==> src/rtl/ahb_addr_decoder.sv <==
// AHB address decoder and response multiplexer: decodes the granted master's
// address into a one-hot slave select and steers the data-phase response.
module ahb_addr_decoder #(
    parameter int NUM_MASTERS = 3,
    parameter int NUM_SLAVES  = 4,
    parameter int ADDR_W      = 32,
    parameter logic [NUM_SLAVES*ADDR_W-1:0] SLV_BASE =
        {32'h3000_0000, 32'h2000_0000, 32'h1000_0000, 32'h0000_0000},
    parameter logic [NUM_SLAVES*ADDR_W-1:0] SLV_MASK =
        {32'hF000_0000, 32'hF000_0000, 32'hF000_0000, 32'hF000_0000},
    localparam int MW = (NUM_MASTERS > 1) ? $clog2(NUM_MASTERS) : 1,
    localparam int SW = (NUM_SLAVES > 1) ? $clog2(NUM_SLAVES) : 1
) (
    input  logic                          hclk,
    input  logic                          hreset,
    input  logic [MW-1:0]                 hmaster,
    input  logic [NUM_MASTERS*ADDR_W-1:0] haddr_m,
    input  logic [NUM_MASTERS*2-1:0]      htrans_m,
    input  logic [NUM_SLAVES-1:0]         hreadyout_s,
    input  logic [NUM_SLAVES-1:0]         hresp_s,
    output logic [NUM_SLAVES-1:0]         hsel,
    output logic [SW-1:0]                 mux_sel_slave,
    output logic                          dp_default,
    output logic                          hready,
    output logic                          hresp
);

    localparam logic [MW:0] NM = NUM_MASTERS[MW:0];

    typedef enum logic [1:0] {
        ST_IDLE = 2'd0,
        ST_ERR1 = 2'd1,
        ST_ERR2 = 2'd2
    } state_t;

    logic [MW-1:0]         w_cur_idx;
    logic [ADDR_W-1:0]     w_cur_addr;
    logic [1:0]            w_cur_trans;
    logic [NUM_SLAVES-1:0] w_match;
    logic                  w_hit;
    logic [SW-1:0]         w_hit_idx;
    logic                  w_unmapped_active;
    logic                  w_fsm_hready;
    logic                  w_fsm_hresp;
    state_t                r_state;
    state_t                w_state_nxt;
    logic [SW-1:0]         r_mux_sel_slave;
    logic                  r_dp_default;

    // Out-of-range grants fall back to master 0.
    assign w_cur_idx   = ({1'b0, hmaster} < NM) ? hmaster : {MW{1'b0}};
    assign w_cur_addr  = haddr_m[w_cur_idx*ADDR_W +: ADDR_W];
    assign w_cur_trans = htrans_m[w_cur_idx*2 +: 2];

    for (genvar g = 0; g < NUM_SLAVES; g++) begin : g_match
        assign w_match[g] = ((w_cur_addr & SLV_MASK[g*ADDR_W +: ADDR_W])
                             == SLV_BASE[g*ADDR_W +: ADDR_W]);
    end

    // Priority select of the matching region; scanning downwards lets the lowest index win.
    always_comb begin
        w_hit     = 1'b0;
        w_hit_idx = {SW{1'b0}};
        for (int i = NUM_SLAVES - 1; i >= 0; i--) begin
            if (w_match[i]) begin
                w_hit     = 1'b1;
                w_hit_idx = i[SW-1:0];
            end else begin
                w_hit     = w_hit;
                w_hit_idx = w_hit_idx;
            end
        end
    end

    // One-hot address-phase select, independent of HTRANS and hready.
    always_comb begin
        hsel = {NUM_SLAVES{1'b0}};
        if (w_hit) begin
            hsel[w_hit_idx] = 1'b1;
        end else begin
            hsel = {NUM_SLAVES{1'b0}};
        end
    end

    assign w_unmapped_active = ~w_hit & w_cur_trans[1];

    // Data-phase owner register, advanced only when the bus is ready.
    always_ff @(posedge hclk or posedge hreset) begin
        if (hreset) begin
            r_mux_sel_slave <= {SW{1'b0}};
            r_dp_default    <= 1'b0;
        end else if (hready) begin
            r_mux_sel_slave <= w_hit ? w_hit_idx : r_mux_sel_slave;
            r_dp_default    <= w_unmapped_active;
        end else begin
            r_mux_sel_slave <= r_mux_sel_slave;
            r_dp_default    <= r_dp_default;
        end
    end

    // Default-slave state register.
    always_ff @(posedge hclk or posedge hreset) begin
        if (hreset) begin
            r_state <= ST_IDLE;
        end else begin
            r_state <= w_state_nxt;
        end
    end

    // Default-slave next state; ERR2 always has hready high so it may chain into ERR1.
    always_comb begin
        w_state_nxt = r_state;
        case (r_state)
            ST_IDLE: w_state_nxt = (hready && w_unmapped_active) ? ST_ERR1 : ST_IDLE;
            ST_ERR1: w_state_nxt = ST_ERR2;
            ST_ERR2: w_state_nxt = w_unmapped_active ? ST_ERR1 : ST_IDLE;
            default: w_state_nxt = ST_IDLE;
        endcase
    end

    // Default-slave response outputs: two-cycle ERROR.
    always_comb begin
        w_fsm_hready = 1'b1;
        w_fsm_hresp  = 1'b0;
        case (r_state)
            ST_IDLE: begin
                w_fsm_hready = 1'b1;
                w_fsm_hresp  = 1'b0;
            end
            ST_ERR1: begin
                w_fsm_hready = 1'b0;
                w_fsm_hresp  = 1'b1;
            end
            ST_ERR2: begin
                w_fsm_hready = 1'b1;
                w_fsm_hresp  = 1'b1;
            end
            default: begin
                w_fsm_hready = 1'b1;
                w_fsm_hresp  = 1'b0;
            end
        endcase
    end

    // Response mux steered by the registered data-phase owner.
    always_comb begin
        hready = 1'b1;
        hresp  = 1'b0;
        if (r_dp_default) begin
            hready = w_fsm_hready;
            hresp  = w_fsm_hresp;
        end else begin
            hready = hreadyout_s[r_mux_sel_slave];
            hresp  = hresp_s[r_mux_sel_slave];
        end
    end

    assign mux_sel_slave = r_mux_sel_slave;
    assign dp_default    = r_dp_default;

endmodule

==> config.mk <==
export PLATFORM = sky130hd
export DESIGN_NAME = ahb_addr_decoder
export DESIGN_NICKNAME = d
export VERILOG_FILES = /design/src/rtl/ahb_addr_decoder.sv
export SDC_FILE = /design/constraint.sdc
export NUM_CORES = 1
export LEC_CHECK = 0
export ABC_AREA = 1
export CAP_MARGIN = 10
export CORE_MARGIN = 2
export CORE_UTILIZATION = 19
export CTS_BUF_LIST = sky130_fd_sc_hd__clkbuf_4 sky130_fd_sc_hd__clkbuf_8
export DETAILED_ROUTE_END_ITERATION = 8
export GPL_TIMING_DRIVEN = 0
export PLACE_DENSITY = 0.9
export SLEW_MARGIN = 20
export SYNTH_ARGS = -nofsm -noshare
export SYNTH_HDL_FRONTEND = slang
export SYNTH_SLANG_ARGS = --single-unit
==> constraint.sdc <==
create_clock -name hclk -period 3.2 [get_ports hclk]
set_input_delay 0.32 -clock hclk [delete_from_list [all_inputs] [get_ports hclk]]
set_output_delay 0.32 -clock hclk [all_outputs]
set_load 0.005 [all_outputs]
==> impl_metrics.json, run 1 <==
{
  "reg2regPathDepth": 7,
  "layout.nets": 248,
  "crit_arrival_ns": 2.02,
  "dr.pass1.iters": 4,
  "antenna_found_initial": 0,
  "rows": 19,
  "grt.overflow.total": 0,
  "outcome": "completed",
  "syn_area_um2": 544.3,
  "top_layer": "met4",
  "dp_slack_ns": 0.8238,
  "rsz0062_at_grt": "no",
  "crit_path_end_kind": "primary output",
  "ctsHoldBuffers": 0,
  "slew-limit-headroom": 0.8586,
  "start_util": 0.1991,
  "yosys_register_bits": 5,
  "leakage_uw": 0.0004760,
  "num_vias": 645,
  "io_pins": 123,
  "clock.fmax_ghz": 0.4268,
  "coreArea_um2": 2734,
  "die_w_um": 57.52,
  "r2r-start": "r_state[1]$_DFF_PP0_",
  "maxCapViolations": 0,
  "cts.sinks": 5,
  "wirelength_met1_um": 559,
  "final_common_cell": "clkdlybuf4s50_1",
  "final_cell_mix": "clkdlybuf4s50_1 (35), nand2_1 (25), inv_1 (15)",
  "fin_crit_sh": 0.7322,
  "htreeDepth": 1,
  "synth.distinct_cells": 18,
  "grt_pass1_vias": 597,
  "die_h_um": 57.52,
  "port_buffers": 35,
  "worstMarginPinSlew_ns": 0.2107,
  "grtUsageTotal": 0.08718,
  "postCtsSetupBuffers": 0,
  "cts_buffers": 3,
  "clock_skew_ns": 0.002860,
  "vdd.ir_drop.worst_mv": 0.3642,
  "regToRegEndpoint": "mux_sel_slave[0]$_DFFE_PP0P_",
  "clk_latency_ns": 0.24,
  "drcViolationCount": 0,
  "ant_nets": 0,
  "syn_area_per_cell_um2": 6.047,
  "cpPeakStageDelay_ns": 0.53,
  "path_cells": "clkdlybuf4s50_1 > inv_2 > nor2_2 > inv_2 > nand3_2 > nand2_4 > inv_4 > nand3_2 > nor2_1 > clkdlybuf4s50_1",
  "cts_tree": "yes",
  "cp_num_buf_inv": 5,
  "n_antenna_cell": 0,
  "final-setup-viol-count": 0,
  "slowest_stage": "clkdlybuf4s50_1",
  "cp_max_fo": 5,
  "placed_area_um2": 933.4,
  "grt_start_max_net_pins": 8,
  "period_minus_slack_ns": 2.343,
  "dpl.hpwl_um": 1112,
  "hold_ws_ns": 0.2851,
  "yosysSeqAreaShare": 0.2299,
  "wl_um": 1290,
  "grt_pass1_wl_um": 2221,
  "clockBufferDepth": 2,
  "synth_cells": 90,
  "area_growth_pct": 77.01,
  "hold_viol_final": 0,
  "dr.first_iter.drc_count": 37,
  "yosysWarnings": 0,
  "rrSetupSlack_ns": 1.84,
  "path_clk_slew_ns": 0.04,
  "cp_top_family": "buffers and inverters",
  "fin_area_um2": 963.4,
  "die-area_um2": 3309,
  "finalMaxSlewViolations": 0,
  "hold_class": "in -> async",
  "syn-num-nets": 208,
  "setup_ws_ns": 0.8570,
  "drive_gt1_frac": 0.1318,
  "post_drt_wl_per_cell_um": 8.063,
  "ctsResizeCount": 0,
  "cts_root_buf": "clkbuf_4",
  "crit_required_ns": 2.88,
  "path_class": "in -> out",
  "dr_wl_met3_um": 139,
  "powerDensity_nw_per_um2": 526.5,
  "start_kind": "input port",
  "gp_congestion": 0.7558,
  "viasPerCell": 4.031,
  "routed-wl-met2_um": 566,
  "finalSetupTns_ns": 0
}
[cells in the mapped netlist]
cell,n,area (um^2)
nand2_2,3,18.77
o21ai_1,1,5.000
or2_2,1,6.260
inv_2,2,7.510
a21oi_1,1,5.000
inv_1,15,56.30
nand2_1,25,93.84
nand2_4,1,11.26
nand3_2,2,20.02
a31oi_1,1,6.260
inv_4,1,6.260
dfrtp_1,5,125.1
nor2_2,2,12.51
o21ai_2,1,8.760
nor2_1,11,41.29
nand3_1,12,60.06
o21ai_0,2,10.01
ha_1,4,50.05
[per-layer routing]
layer  GRT usage  vias up
li1            -      353
met1     0.09945      257
met2      0.1380       33
met3     0.02041        2
met4     0.06977        0
met5           0        -
[power breakdown]
| group | internal, uW | leakage, uW | switching, uW |
|---|---|---|---|
| sequential | 91.1 | 0.0000651 | 31.5 |
| clock | 55.6 | 0.0000184 | 25.2 |
| combinational | 165 | 0.000392 | 139 |
| total | 312 | 0.000476 | 196 |
[how the worst max path moves through the flow]
stage	cells after the start	startpoint	slack, ns	endpoint
after floorplan	3	r_state[0]$_DFF_PP0_	1.89	hready
after global placement	10	hmaster[1]	0.84	hsel[0]
after detailed placement	10	hmaster[1]	0.82	hsel[0]
after CTS	10	hmaster[1]	0.82	hsel[0]
after global routing	10	hmaster[1]	0.70	hsel[2]
final	10	hmaster[1]	0.86	hsel[2]
[metrics by stage]
step           instances  power, uW  utilization
2_1_floorplan         90      279.5            -
3_3_place_gp         156      426.0       0.3414
3_5_place_dp         156      429.3       0.3414
4_1_cts              160      514.5       0.3524
5_1_grt              160      563.4       0.3524
6_report             160      507.2       0.3524
[worst reg2reg max path: cells and delay by family (launching register included)]
kind | cells | cell delay, ns
DFF | 1 | 0.37
and+or+nand+nor | 5 | 0.60
adders and majority gates | 1 | 0.21
buffers and inverters | 1 | 0.07
[cell families (layout without fill, tap and decap cells)]
group / Yosys count / after routing / share of synthesized area
flops: 5 / 5 / 0.2299
compound gates: 6 / 6 / 0.06436
fa+ha+maj: 4 / 4 / 0.09196
buf+inv: 18 / 57 / 0.1287
simple gates: 57 / 57 / 0.4851
[registers in the layout (all words and copies together) (netlist names)]
| register | flops |
|---|---|
| mux_sel_slave | 2 |
| r_state | 2 |
| dp_default | 1 |
[cell type report]
class | count | area (um^2)
timing repair buffer | 35 | 350.3
inverter | 18 | 70.07
tap | 31 | 38.79
clock buffer | 4 | 30.03
sequential | 5 | 125.1
fill | 297 | 1770
multi-input combinational | 67 | 349.1
Note: power is estimated with default switching activity, not from simulation.
==> inputs of run 2 (changes only) <==
--- a/config.mk
+++ b/config.mk
@@ -8,11 +8,11 @@
 export ABC_AREA = 1
 export CAP_MARGIN = 10
 export CORE_MARGIN = 2
-export CORE_UTILIZATION = 19
+export CORE_UTILIZATION = 16
 export CTS_BUF_LIST = sky130_fd_sc_hd__clkbuf_4 sky130_fd_sc_hd__clkbuf_8
 export DETAILED_ROUTE_END_ITERATION = 8
 export GPL_TIMING_DRIVEN = 0
-export PLACE_DENSITY = 0.9
+export PLACE_DENSITY = 0.81
 export SLEW_MARGIN = 20
 export SYNTH_ARGS = -nofsm -noshare
 export SYNTH_HDL_FRONTEND = slang
==> constraint.sdc (replaced) <==
create_clock -name hclk -period 2 [get_ports hclk]
set_input_delay 0.2 -clock hclk [delete_from_list [all_inputs] [get_ports hclk]]
set_output_delay 0.2 -clock hclk [all_outputs]
set_load 0.005 [all_outputs]
==> impl_metrics.json, run 2 (synthesis gave the netlist of run 1 again) <==
{
  "outcome": "completed",
  "post_drt_wl_per_cell_um": 8.107,
  "final-setup-viol-count": 0,
  "cp_max_fo": 3,
  "hold_ws_ns": 0.1490,
  "cts_root_buf": "clkbuf_4",
  "rrSetupSlack_ns": 0.61,
  "viasPerCell": 3.701,
  "crit_required_ns": 1.80,
  "worstSetupEndpoint": "hready",
  "ctsHoldBuffers": 0,
  "hold_viol_final": 0,
  "ant_nets": 0,
  "leakage_uw": 0.0005048,
  "grt_start_max_net_pins": 8,
  "final_cell_mix": "clkdlybuf4s50_1 (32), nand2_1 (24), inv_1 (15)",
  "reg2regPathDepth": 7,
  "io_pins": 123,
  "antenna_found_initial": 0,
  "fin_area_um2": 1010,
  "die-area_um2": 3884,
  "die_w_um": 62.33,
  "htreeDepth": 1,
  "grt.overflow.total": 0,
  "path_class": "reg -> out",
  "clock.fmax_ghz": 0.5179,
  "dr.first_iter.drc_count": 28,
  "period_minus_slack_ns": 1.931,
  "dpl.hpwl_um": 1200,
  "num_vias": 655,
  "coreArea_um2": 3311,
  "clockBufferDepth": 2,
  "gp_congestion": 0.6738,
  "worstMarginPinSlew_ns": 0.2136,
  "n_antenna_cell": 0,
  "vdd.ir_drop.worst_mv": 0.2235,
  "clock_skew_ns": 0.002221,
  "drive_gt1_frac": 0.1756,
  "crit_arrival_ns": 1.73,
  "rows": 21,
  "finalMaxSlewViolations": 0,
  "dr.pass1.iters": 4,
  "regToRegEndpoint": "mux_sel_slave[0]$_DFFE_PP0P_",
  "die_h_um": 62.33,
  "fin_crit_sh": 0.9654,
  "start_util": 0.1644,
  "cts.sinks": 5,
  "start_kind": "flip-flop",
  "r2r-start": "r_state[0]$_DFF_PP0_",
  "wl_um": 1435,
  "placed_area_um2": 952.2,
  "routed-wl-met2_um": 640,
  "cts_buffers": 3,
  "drcViolationCount": 0,
  "dr_wl_met3_um": 128,
  "crit_path_end_kind": "primary output",
  "path_clk_slew_ns": 0.04,
  "final_common_cell": "clkdlybuf4s50_1",
  "grt_pass1_wl_um": 2670,
  "layout.nets": 250,
  "powerDensity_nw_per_um2": 879.8,
  "maxCapViolations": 0,
  "hold_class": "in -> async",
  "top_layer": "met4",
  "cts_tree": "yes",
  "grt_pass1_vias": 666,
  "grtUsageTotal": 0.08438,
  "startpoint": "r_state[0]$_DFF_PP0_",
  "clk_latency_ns": 0.24,
  "area_growth_pct": 85.52,
  "slew-limit-headroom": 0.8567,
  "port_buffers": 35,
  "wirelength_met1_um": 643
}
-- run 2: cell count changes in the layout (fill, tap and decap cells not counted), sizes merged --
cell / before / now
clkbuf: 4 / 5
dlygate4sd2: 0 / 1
dlymetal6s2s: 0 / 1
clkdlybuf4s50: 35 / 32
buf: 0 / 2
-- run 2: power breakdown --
| part | switching (uW) | total [uW] | internal, uW |
|---|---|---|---|
| Combinational | 258 | 563 | 304 |
| Clock | 40.6 | 129 | 88.9 |
| Sequential | 48.7 | 196 | 147 |
-- run 2: worst min-delay path by stage --
stage	slack, ns	start	endpoint	depth (start not counted)
finish	0.15	hreset	dp_default$_DFFE_PP0N_	2
global route	0.16	hreset	dp_default$_DFFE_PP0N_	2
CTS	0.15	hreset	dp_default$_DFFE_PP0N_	2
detailed placement	0.41	hreset	mux_sel_slave[1]$_DFFE_PP0P_	2
global placement	0.41	hreset	mux_sel_slave[1]$_DFFE_PP0P_	2
floorplan	-0.02	hreset	dp_default$_DFFE_PP0N_	1
-- run 2: area by class of cell --
class | instances | area [um^2]
Fill cell | 376 | 2301
Multi-Input combinational cell | 67 | 364.1
Timing Repair Buffer | 37 | 361.6
Sequential cell | 5 | 126.4
Inverter | 18 | 70.07
Tap cell | 46 | 57.56
Clock buffer | 4 | 30.03
-- run 2: layer usage --
metal | GRT usage | vias to the layer above
met5 | 0 | -
met4 | 0.05000 | 0
met3 | 0.02174 | 2
met2 | 0.1318 | 33
met1 | 0.1046 | 264
li1 | - | 356
-- run 2: per-stage QoR --
step / setup TNS [ns] / worst slack, ns / std cells / util / total power, uW
floorplan: 0 / 0.7446 / 90 / - / 447.1
global placement: -0.4401 / -0.1231 / 171 / 0.2876 / 688.0
detailed placement: -0.4747 / -0.1280 / 171 / 0.2876 / 706.3
CTS: 0 / 0.006426 / 176 / 0.3027 / 872.3
global route: -0.001749 / -0.0008979 / 177 / 0.3050 / 980.3
finish: 0 / 0.06926 / 177 / 0.3050 / 888.4
-- run 2: timing repair --
action	in CTS	in global routing
gates resized for setup	6	4
setup endpoints to repair	5	5
buffers inserted	1	1
pin swaps	0	1
-- run 2: worst max-delay path, stage by stage (launching register included) --
cell and delay [ns]:
dfrtp_1 0.39, ha_2 0.21, or2_2 0.32, nand2_4 0.07, clkdlybuf4s50_1 0.49
